File: config.mk
export PLATFORM = sky130hd
export DESIGN_NAME = sha256_w_window
export DESIGN_NICKNAME = d
export VERILOG_FILES = /design/src/rtl/sha256_pkg.sv /design/src/rtl/sha256_w_regfile.sv /design/src/rtl/sha256_w_window.sv
export SDC_FILE = /design/constraint.sdc
export NUM_CORES = 1
export LEC_CHECK = 0
export ABC_AREA = 0
export BUFFER_PORTS_ARGS = -buffer_cell sky130_fd_sc_hd__clkbuf_2
export CORE_MARGIN = 2
export CORE_UTILIZATION = 55
export DETAILED_ROUTE_END_ITERATION = 7
export PLACE_DENSITY = 0.76
export SYNTH_ARGS = -nofsm -noshare
export SYNTH_HDL_FRONTEND = slang
export SYNTH_SLANG_ARGS = --single-unit
export TNS_END_PERCENT = 20
File: constraint.sdc
create_clock -name clk -period 2 [get_ports clk]
set_clock_uncertainty 0.15 [all_clocks]
set_input_delay 0.2 -clock clk [delete_from_list [all_inputs] [get_ports clk]]
set_output_delay 0.2 -clock clk [all_outputs]
set_load 0.005 [all_outputs]
File: src/rtl/sha256_pkg.sv
// Shared constants and state encoding for the SHA-256 message-word window.
package sha256_pkg;

    localparam int N_BLK_WORDS  = 16;
    localparam int N_ROUNDS_DEF = 64;

    localparam int TAP_M2  = 14;
    localparam int TAP_M7  = 9;
    localparam int TAP_M15 = 1;
    localparam int TAP_M16 = 0;

    typedef enum logic {
        LOAD   = 1'b0,
        EXPAND = 1'b1
    } state_e;

endpackage

File: src/rtl/sha256_w_regfile.sv
// 16-entry message window: indexed write while loading, shift-in while expanding.
// Entry 0 is the oldest word; all entries are exposed read-only.
module sha256_w_regfile
    import sha256_pkg::*;
#(
    parameter int WORD_W = 32
) (
    input  logic                                  clk,
    input  logic                                  rst,
    input  logic                                  wr_en,
    input  logic [3:0]                            wr_idx,
    input  logic [WORD_W-1:0]                     wr_data,
    input  logic                                  shift_en,
    input  logic [WORD_W-1:0]                     shift_data,
    output logic [N_BLK_WORDS-1:0][WORD_W-1:0]    win
);

    logic [N_BLK_WORDS-1:0][WORD_W-1:0] win_q;
    logic [N_BLK_WORDS-1:0][WORD_W-1:0] win_d;

    // Shift drops the oldest word and appends the freshly expanded one at the top.
    always_comb begin
        win_d = win_q;
        if (shift_en) begin
            win_d = {shift_data, win_q[N_BLK_WORDS-1:1]};
        end else if (wr_en) begin
            win_d[wr_idx] = wr_data;
        end
    end

    always_ff @(posedge clk) begin
        if (rst) begin
            win_q <= '0;
        end else begin
            win_q <= win_d;
        end
    end

    assign win = win_q;

endmodule

File: src/rtl/sha256_w_window.sv
// SHA-256 message-word window and sequencer: loads 16 words, streams W[0..N_ROUNDS-1].
// Optional macro SHA256_W_EARLY_OUT_EN forwards W[0..15] during the load beats.
module sha256_w_window
    import sha256_pkg::*;
#(
    parameter int WORD_W   = 32,
    parameter int N_ROUNDS = N_ROUNDS_DEF
) (
    input  logic              clk,
    input  logic              rst,
    input  logic              in_valid,
    output logic              in_ready,
    input  logic [WORD_W-1:0] in_word,
    output logic              out_valid,
    input  logic              out_ready,
    output logic [WORD_W-1:0] out_word,
    output logic [5:0]        out_t,
    output logic              done,
    output logic              sched_ena,
    output logic [WORD_W-1:0] sched_w_m2,
    output logic [WORD_W-1:0] sched_w_m7,
    output logic [WORD_W-1:0] sched_w_m15,
    output logic [WORD_W-1:0] sched_w_m16,
    input  logic [WORD_W-1:0] sched_w_t
);

    localparam logic [5:0] T_LAST = 6'(N_ROUNDS - 1);
    localparam logic [5:0] T_EXP  = 6'd16;
`ifdef SHA256_W_EARLY_OUT_EN
    localparam logic [5:0] T_START = 6'd16;
`else
    localparam logic [5:0] T_START = 6'd0;
`endif

    state_e     state_q, state_d;
    logic [3:0] cnt_q, cnt_d;
    logic [5:0] t_q, t_d;
    logic       done_q, done_d;
    logic       wr_en;
    logic       shift_en;

    logic [N_BLK_WORDS-1:0][WORD_W-1:0] win;

    sha256_w_regfile #(
        .WORD_W(WORD_W)
    ) u_regfile (
        .clk        (clk),
        .rst        (rst),
        .wr_en      (wr_en),
        .wr_idx     (cnt_q),
        .wr_data    (in_word),
        .shift_en   (shift_en),
        .shift_data (sched_w_t),
        .win        (win)
    );

    always_comb begin
        state_d   = state_q;
        cnt_d     = cnt_q;
        t_d       = t_q;
        done_d    = 1'b0;
        wr_en     = 1'b0;
        shift_en  = 1'b0;
        in_ready  = 1'b0;
        out_valid = 1'b0;
        out_word  = '0;
        out_t     = t_q;
        sched_ena = 1'b0;

        case (state_q)
            LOAD: begin
`ifdef SHA256_W_EARLY_OUT_EN
                in_ready  = out_ready;
                out_valid = in_valid;
                out_word  = in_word;
                out_t     = {2'b00, cnt_q};
`else
                in_ready  = 1'b1;
`endif
                if (in_valid && in_ready) begin
                    wr_en = 1'b1;
                    cnt_d = cnt_q + 4'd1;
                    if (cnt_q == 4'd15) begin
                        state_d = EXPAND;
                        cnt_d   = 4'd0;
                        t_d     = T_START;
                    end
                end
            end

            EXPAND: begin
                out_valid = 1'b1;
                if (t_q < T_EXP) begin
                    out_word = win[t_q[3:0]];
                end else begin
                    out_word  = sched_w_t;
                    sched_ena = 1'b1;
                end
                // The window only advances on an accepted expanded word, so taps hold during stalls.
                if (out_ready) begin
                    t_d      = t_q + 6'd1;
                    shift_en = (t_q >= T_EXP);
                    if (t_q == T_LAST) begin
                        state_d = LOAD;
                        cnt_d   = 4'd0;
                        t_d     = 6'd0;
                        done_d  = 1'b1;
                    end
                end
            end

            default: begin
                state_d = LOAD;
            end
        endcase
    end

    always_ff @(posedge clk) begin
        if (rst) begin
            state_q <= LOAD;
            cnt_q   <= 4'd0;
            t_q     <= 6'd0;
            done_q  <= 1'b0;
        end else begin
            state_q <= state_d;
            cnt_q   <= cnt_d;
            t_q     <= t_d;
            done_q  <= done_d;
        end
    end

    assign done        = done_q;
    assign sched_w_m2  = win[TAP_M2];
    assign sched_w_m7  = win[TAP_M7];
    assign sched_w_m15 = win[TAP_M15];
    assign sched_w_m16 = win[TAP_M16];

endmodule

Word level (Yosys, flattened, before mapping) --
Cells that the tools add are included.
Word-level totals: register bits after elaboration 524, output and inout port bits 170, word-level logic and storage cells 73
Cells by class: add/subtract/negate cells 2, order comparisons 5, eq/ne operators 6, mux-type cells 33, bitwise operators 2, reduce and logical (&&, ||, !) cells 5
Operators by type and width (count):
- 512-bit 2-to-1 mux | 2
- 512-bit bitwise mux | 1
- 32-bit binary-select mux with 4-bit select | 1
- 32-bit demux with 4-bit select | 1
- 32-bit 2-to-1 mux | 4
- 6-bit 2-to-1 mux | 4
- 4-bit 2-to-1 mux | 4
- 1-bit 2-to-1 mux | 13
- 6-bit one-hot mux with 2 select lines | 1
- 4-bit by 5-bit < comparator with 1-bit output (second input constant) | 2
- 4-bit one-hot mux with 2 select lines | 1
- 6-bit by 1-bit adder with 6-bit output (second input constant) | 1
- 6-bit == test (second input constant) | 1
- 6-bit by 5-bit greater-or-equal comparator with 1-bit output (second input constant) | 1
- 6-bit by 5-bit < comparator with 1-bit output (second input constant) | 1
- 2-bit inequality test (second input constant) | 3
- 3-bit AND reduction | 2
- 4-bit by 1-bit adder with 4-bit output (second input constant) | 1
- 4-bit == test (second input constant) | 1
- 4-bit by 1-bit greater-or-equal comparator with 1-bit output (second input constant) | 1
- 3-bit OR reduction | 1
- 2-bit by 1-bit inequality test with 1-bit output (second input constant) | 1
- 1-bit inverter | 2
- 1-bit one-hot mux with 2 select lines | 1
- other kinds (2) | 2

Longest topological paths before layout --
depth after elaboration 7, gate-level depth with buffers 9

Cells and area by module --
A second synthesis with hierarchy kept.
Second synthesis, totals: cell total of the unflattened synthesis 3004, area total of the unflattened synthesis 28826.4 sq um
By module, submodules not included:
- sha256_w_regfile | instances 1, cells each 2550, area each 23715.2 sq um, sequential area each 10249.8 sq um
- sha256_w_window | instances 1, cells each 454, area each 5111.2 sq um, sequential area each 240.2 sq um

Worst setup path before layout --
OpenSTA, ideal clock, no wires.
path kind reg-to-output, start register t_q[2] (netlist: out_t[2]), end output out_word[22], data arrival time 1719 ps, required time 1650 ps, slack -69 ps, stages on the path, launching flop included 7, path buffers 3, path through dfxtp_1 buf_6 buf_6 buf_2 mux4_2 o21ai_1 nand2_1
Between the ends: longest elaborated chain between the ends 4, elaborated cells between the ends (all ways) 5, those cells by class 1 x order compare; 4 x mux
Ends and longest elaborated chain:
- from (decl) | RTL line sha256_w_window.sv:37 | logic [5:0] t_q, t_d;
- from (signal assigned) | RTL line sha256_w_window.sv:127 | t_q <= t_d;
- 32-bit binary-select mux with 4-bit select | RTL line sha256_w_window.sv:94 | out_word = win[t_q[3:0]];
- 32-bit 2-to-1 mux (not written as such) | RTL line sha256_w_window.sv:94
- 32-bit 2-to-1 mux (*) | RTL line sha256_w_window.sv:93 | if (t_q < T_EXP) begin
- 32-bit 2-to-1 mux (*) | RTL line sha256_w_window.sv:70 | case (state_q)
- to (decl) | RTL line sha256_w_window.sv:16 | output logic [WORD_W-1:0] out_word,
Every way passes the cells marked *; elsewhere a longest branch is shown, timed or not. The select of a mux whose other input is x is not followed.

Worst setup path in the final report --
start register t_q[2] (netlist: out_t[2]), end output out_word[31]
The elaborated chain is that of the path after synthesis.

==> results by stage <==
Final layout:
- Compared with the post-synthesis result, the final layout area differs by 19.1%.
- For this run, the number of standard cells in the final layout without fillers is 4227.
- Summing all flip-flop and latch instances after layout gives 0.0105 sq mm.
- The final design utilization is 65.8%.
- The number of fillers in the final layout is 4257.
- Summing all multi-input logic gate instances after layout gives 0.0178 sq mm.
- The count of nets after finishing is 3496.
- The fraction of layout cells with a size suffix above 1 is 36.3%.

Global route:
- In the global route stage, overall resource usage came out at 36.3%.
- The initial antenna violation count is 3.
- The global-route wire length before repair is 163000 microns.
- The total congestion overflow after global routing is 0.
- The via count of the first global-routing pass came to 27200.
- Entering global routing, the biggest net connects 86 pins.

Timing:
- Setup repair after global routing could not meet its margin everywhere.
- Timing would allow up to 342 MHz.
- At the pin with the least slew margin, the transition time is 489 ps.
- Setup violations remaining at the end of the flow were counted as 34.
- The number of pins with negative max-slew slack in the final report came to 0.
- After routing, the total negative slack on setup checks comes to -27480 ps.
- In this run the tightest slew margin relative to its limit is 67.4%.
- The worst path uses 146% of the clock period.
- The final critical-path required period is 2930 ps.
- After layout, the worst setup slack is -928 ps.
- The number of hold-slack violations in the final timing report came to 0.

Setup path:
- The launching element type of the critical path is a register.
- The endpoint of the worst register-to-register path is u_regfile.win[279].
- The critical path contains buffers and inverters numbering 4 combined.
- The data arrival time of the worst path is 2580 ps.
- The launching instance or port of the critical path is out_t[2].
- The internal reg-to-reg setup slack is 10 ps.
- The category of cells accounting for the largest share of critical-path delay is multiplexers.
- The worst path required time is 1650 ps.
- For this run, the slowest stage of the critical path takes 520 ps.
- In this run the worst path has a maximum fanout of 5.
- The path depth of the worst reg2reg path is 7.
- The type of destination of the critical path is a primary output.
- The class of the most critical setup path is reg -> out.
- The worst-path cell with the longest stage delay is mux4_2.
- Walking the worst path, the cells encountered are buf_4, buf_12, buf_16, mux4_2, mux2_2, a22oi_2, nand2_2, clkbuf_2.
- The start of the worst register-to-register path is cnt_q[1].

Drt:
- The detailed router finished its first iteration with 4038 violations.
- The DRC violation count after routing is 0.
- The via count of the routed design is 28700.
- The first-pass detailed-route iteration total is 6.
- The average wire length per cell after detail routing is 26.1 microns.
- In the routed layout, each cell is associated on average with a via count of 6.78.
- Wires add up to 110000 microns.
- The number of antenna-violating nets in the routed design is 0.

Logic synthesis:
- Synthesis produced a netlist with a net count of 3337.
- Synthesis handed over a netlist of 3264 instances.
- The per-instance average area after synthesis is 9.49 sq um.
- The Yosys step of the flow raised 0 warnings.
- The synthesized netlist contains 65 unique library cells.
- The share of synthesized area in the top cell type comes to 33.9%.
- The synthesized netlist occupies a cell area of 0.0310 sq mm.
- The async set-or-reset flop fraction in the synthesized netlist is 0%.
- Synthesis inferred 524 register bits.
- Ranked by total cell area, the synthesized netlist is headed by dfxtp_1, a311oi_2, mux4_2, nand2_1, mux2i_1.
- The largest total area in the synthesized netlist belongs to dfxtp_1.
- The count of flip-flops with a built-in enable after synthesis is 0.
- The leading register cell type out of synthesis is dfxtp_1.
- Sequential cells were found to cover 33.9% of the synthesized design area.

Pwr:
- In this run the power spent charging and discharging nets is 5.70 mW.
- The internal power summed over all cells is 17.7 mW.
- Power spread over the standard cell area amounts to 634 mW/mm^2.
- The fraction of power spent switching nets is 24.4%.
- Sequential cells burn 45.6% of the power.
- The clock network burns 47.4% of the power.
- The peak ir drop on the vdd network is 666 uV.
- For this design the static power due to leakage is 13.7 nW.
- Combinational logic is responsible for 7.1% of the overall power.

Clock network:
- The clock passes through at most 3 buffers.
- The clock transition at the register clock pins on the worst setup and hold paths after CTS is 60 ps.
- The maximum level of the CTS H-tree is 2.
- The TritonCTS buffer count is 55.
- The clock root buffer is clkbuf_16.
- The worst-skew pair later-pin latency is 620 ps.
- The clock tree from TritonCTS is yes.
- For this design, the sink count on the clock tree is 524.

Placement:
- Before CTS, the worst setup slack after placement is -271 ps.
- At the end of routability-driven placement, the weighted congestion stood at 0.935.
- The total of buffers placed on input and output ports is 237.
- The placed wire-length estimate after detailed placement is 70500 microns.
- Counting tap cells, the placed design contains a total of 4015 instances.

Floorplan:
- The area of the core is 0.0561 sq mm.
- The I/O pin total is 238.
- The floorplan die height is 241 microns.
- The total die area is 0.0583 sq mm.
- The number of rows in the core area is 87.
- For this configuration, the core starts out at a cell density of 55.3%.
- The width of the die is 241 microns.

Status:
- The checks that failed: negative setup slack.
- The flow ran to the end, but the final reports show violations.

Worst hold path:
- For hold timing, the worst endpoint is u_regfile.win[483].
- The worst hold path passes through 4 cells.
- The startpoint of the lowest-slack hold path is sched_w_t[3].
- The min-delay analysis places its worst path in the category in -> reg.

Run:
- Max-cap violations in this run came to 0.
cell type report:
type,count,area share [%]
timing repair buffer,597,15.5
inverter,3,0.0373
clock buffer,74,4.19
clock inverter,27,0.994
multi-input combinational,2242,48.2
antenna,4,0.0271
tap,756,2.56
sequential,524,28.5
per-layer routing:
metal  wire (microns)  global-route usage [%]  up-vias
li1                 -                       -    12200
met1            42600                    48.0    13900
met2            48200                    54.9     2089
met3            13000                    8.60      448
met4             6470                    19.7        0
met5                0                       0        -
cells by family after synthesis:
family	count (synthesis)	synth area share [%]
compound gates	957	29.6
fa+ha+maj	5	0.202
flops	524	33.9
buf+inv	498	9.73
simple gates	974	12.7
mux	306	13.9
flip-flops by register name (all words and copies together) (netlist names):
name           cells
u_regfile.win    512
out_t              6
cnt_q              4
done               1
state_q            1
through the flow:
step | hold WS, ps | power [mW] | instance area [sq um]
after floorplan | 211 | 11.8 | 31000
after global placement | 309 | 12.3 | 33300
after detailed placement | 314 | 12.4 | 33300
after CTS | 291 | 23.3 | 36500
after global routing | 318 | 23.9 | 36900
final | 317 | 23.4 | 36900
cell usage after synthesis (2+ instances only):
| cell type | instances |
|---|---|
| o21ai_1 | 46 |
| nand2_2 | 4 |
| ha_1 | 5 |
| dfxtp_1 | 524 |
| nor3_1 | 2 |
| nor2_4 | 3 |
| and2_1 | 3 |
| nand2_1 | 483 |
| mux2_2 | 32 |
| a211oi_2 | 113 |
| nor2_2 | 2 |
| buf_6 | 52 |
| a221oi_1 | 2 |
| nand2b_1 | 3 |
| mux2i_1 | 178 |
| a21oi_4 | 2 |
| buf_2 | 70 |
| clkbuf_4 | 3 |
| nand3b_4 | 2 |
| inv_1 | 2 |
| or4_1 | 2 |
| buf_4 | 162 |
| clkbuf_1 | 195 |
| a221oi_2 | 30 |
| buf_1 | 9 |
| a21oi_1 | 129 |
| and2_0 | 2 |
| nor2b_1 | 3 |
| a22oi_1 | 153 |
| and3b_1 | 4 |
| a21oi_2 | 4 |
| o21ai_0 | 191 |
| buf_8 | 3 |
| nor2_1 | 403 |
| mux4_2 | 96 |
| nand3_1 | 40 |
| a311oi_2 | 279 |
tightest hold or removal path, cell delays in order:
cell           delay (ps)
dlygate4sd3_1         530
clkbuf_2              120
nor2_1                120
a311oi_2               60
layout by cell type (no fill, tap or decap), types with 3 or more instances in the layout:
cell type	instances
mux4_2	96
clkbuf_2	233
mux2_2	27
nor2_4	11
a21oi_2	4
o21ai_0	191
a211oi_2	113
a221oi_2	30
a21oi_1	127
a311oi_2	279
nand2_2	9
nand3_1	40
and2_4	3
buf_8	5
clkinvlp_4	3
a22oi_1	139
clkinv_2	12
buf_6	12
clkbuf_1	9
nand3b_4	3
nor2_1	397
diode_2	4
dlygate4sd3_1	67
dfxtp_1	515
dfxtp_4	5
nand2_1	478
a22oi_2	14
mux2_4	5
buf_4	161
buf_12	102
o21ai_1	43
bufinv_16	8
and3b_1	3
clkbuf_8	10
clkbuf_16	59
mux2i_1	176
dfxtp_2	4
buf_16	11
a21oi_4	4
o21ai_2	3
how the worst max path moves through the flow:
stage,to,slack (ps),depth (start not counted)
6_report,out_word[31],-930,8
5_1_grt,out_word[31],-990,8
4_1_cts,out_word[27],-930,8
3_5_place_dp,out_word[12],-270,6
3_3_place_gp,out_word[31],-240,6
2_1_floorplan,out_word[23],-10,6
power groups by stage:
stage / registers [mW] / logic, mW / clock network (mW)
global placement: 10.9 / 1.46 / 0
finish: 10.7 / 1.66 / 11.1
detailed placement: 10.9 / 1.48 / 0
CTS: 10.6 / 1.59 / 11.0
floorplan: 10.8 / 0.930 / 0
global route: 10.7 / 1.72 / 11.5
repair_timing:
item,4_1_cts,5_1_grt
resized for setup,38,70
gates cloned,9,4
pin swaps,12,30
setup endpoints to repair,60,317
hold endpoints to repair,403,0
hold buffers,67,0
buffers inserted,17,13
Note: power is estimated with default switching activity, not from simulation.
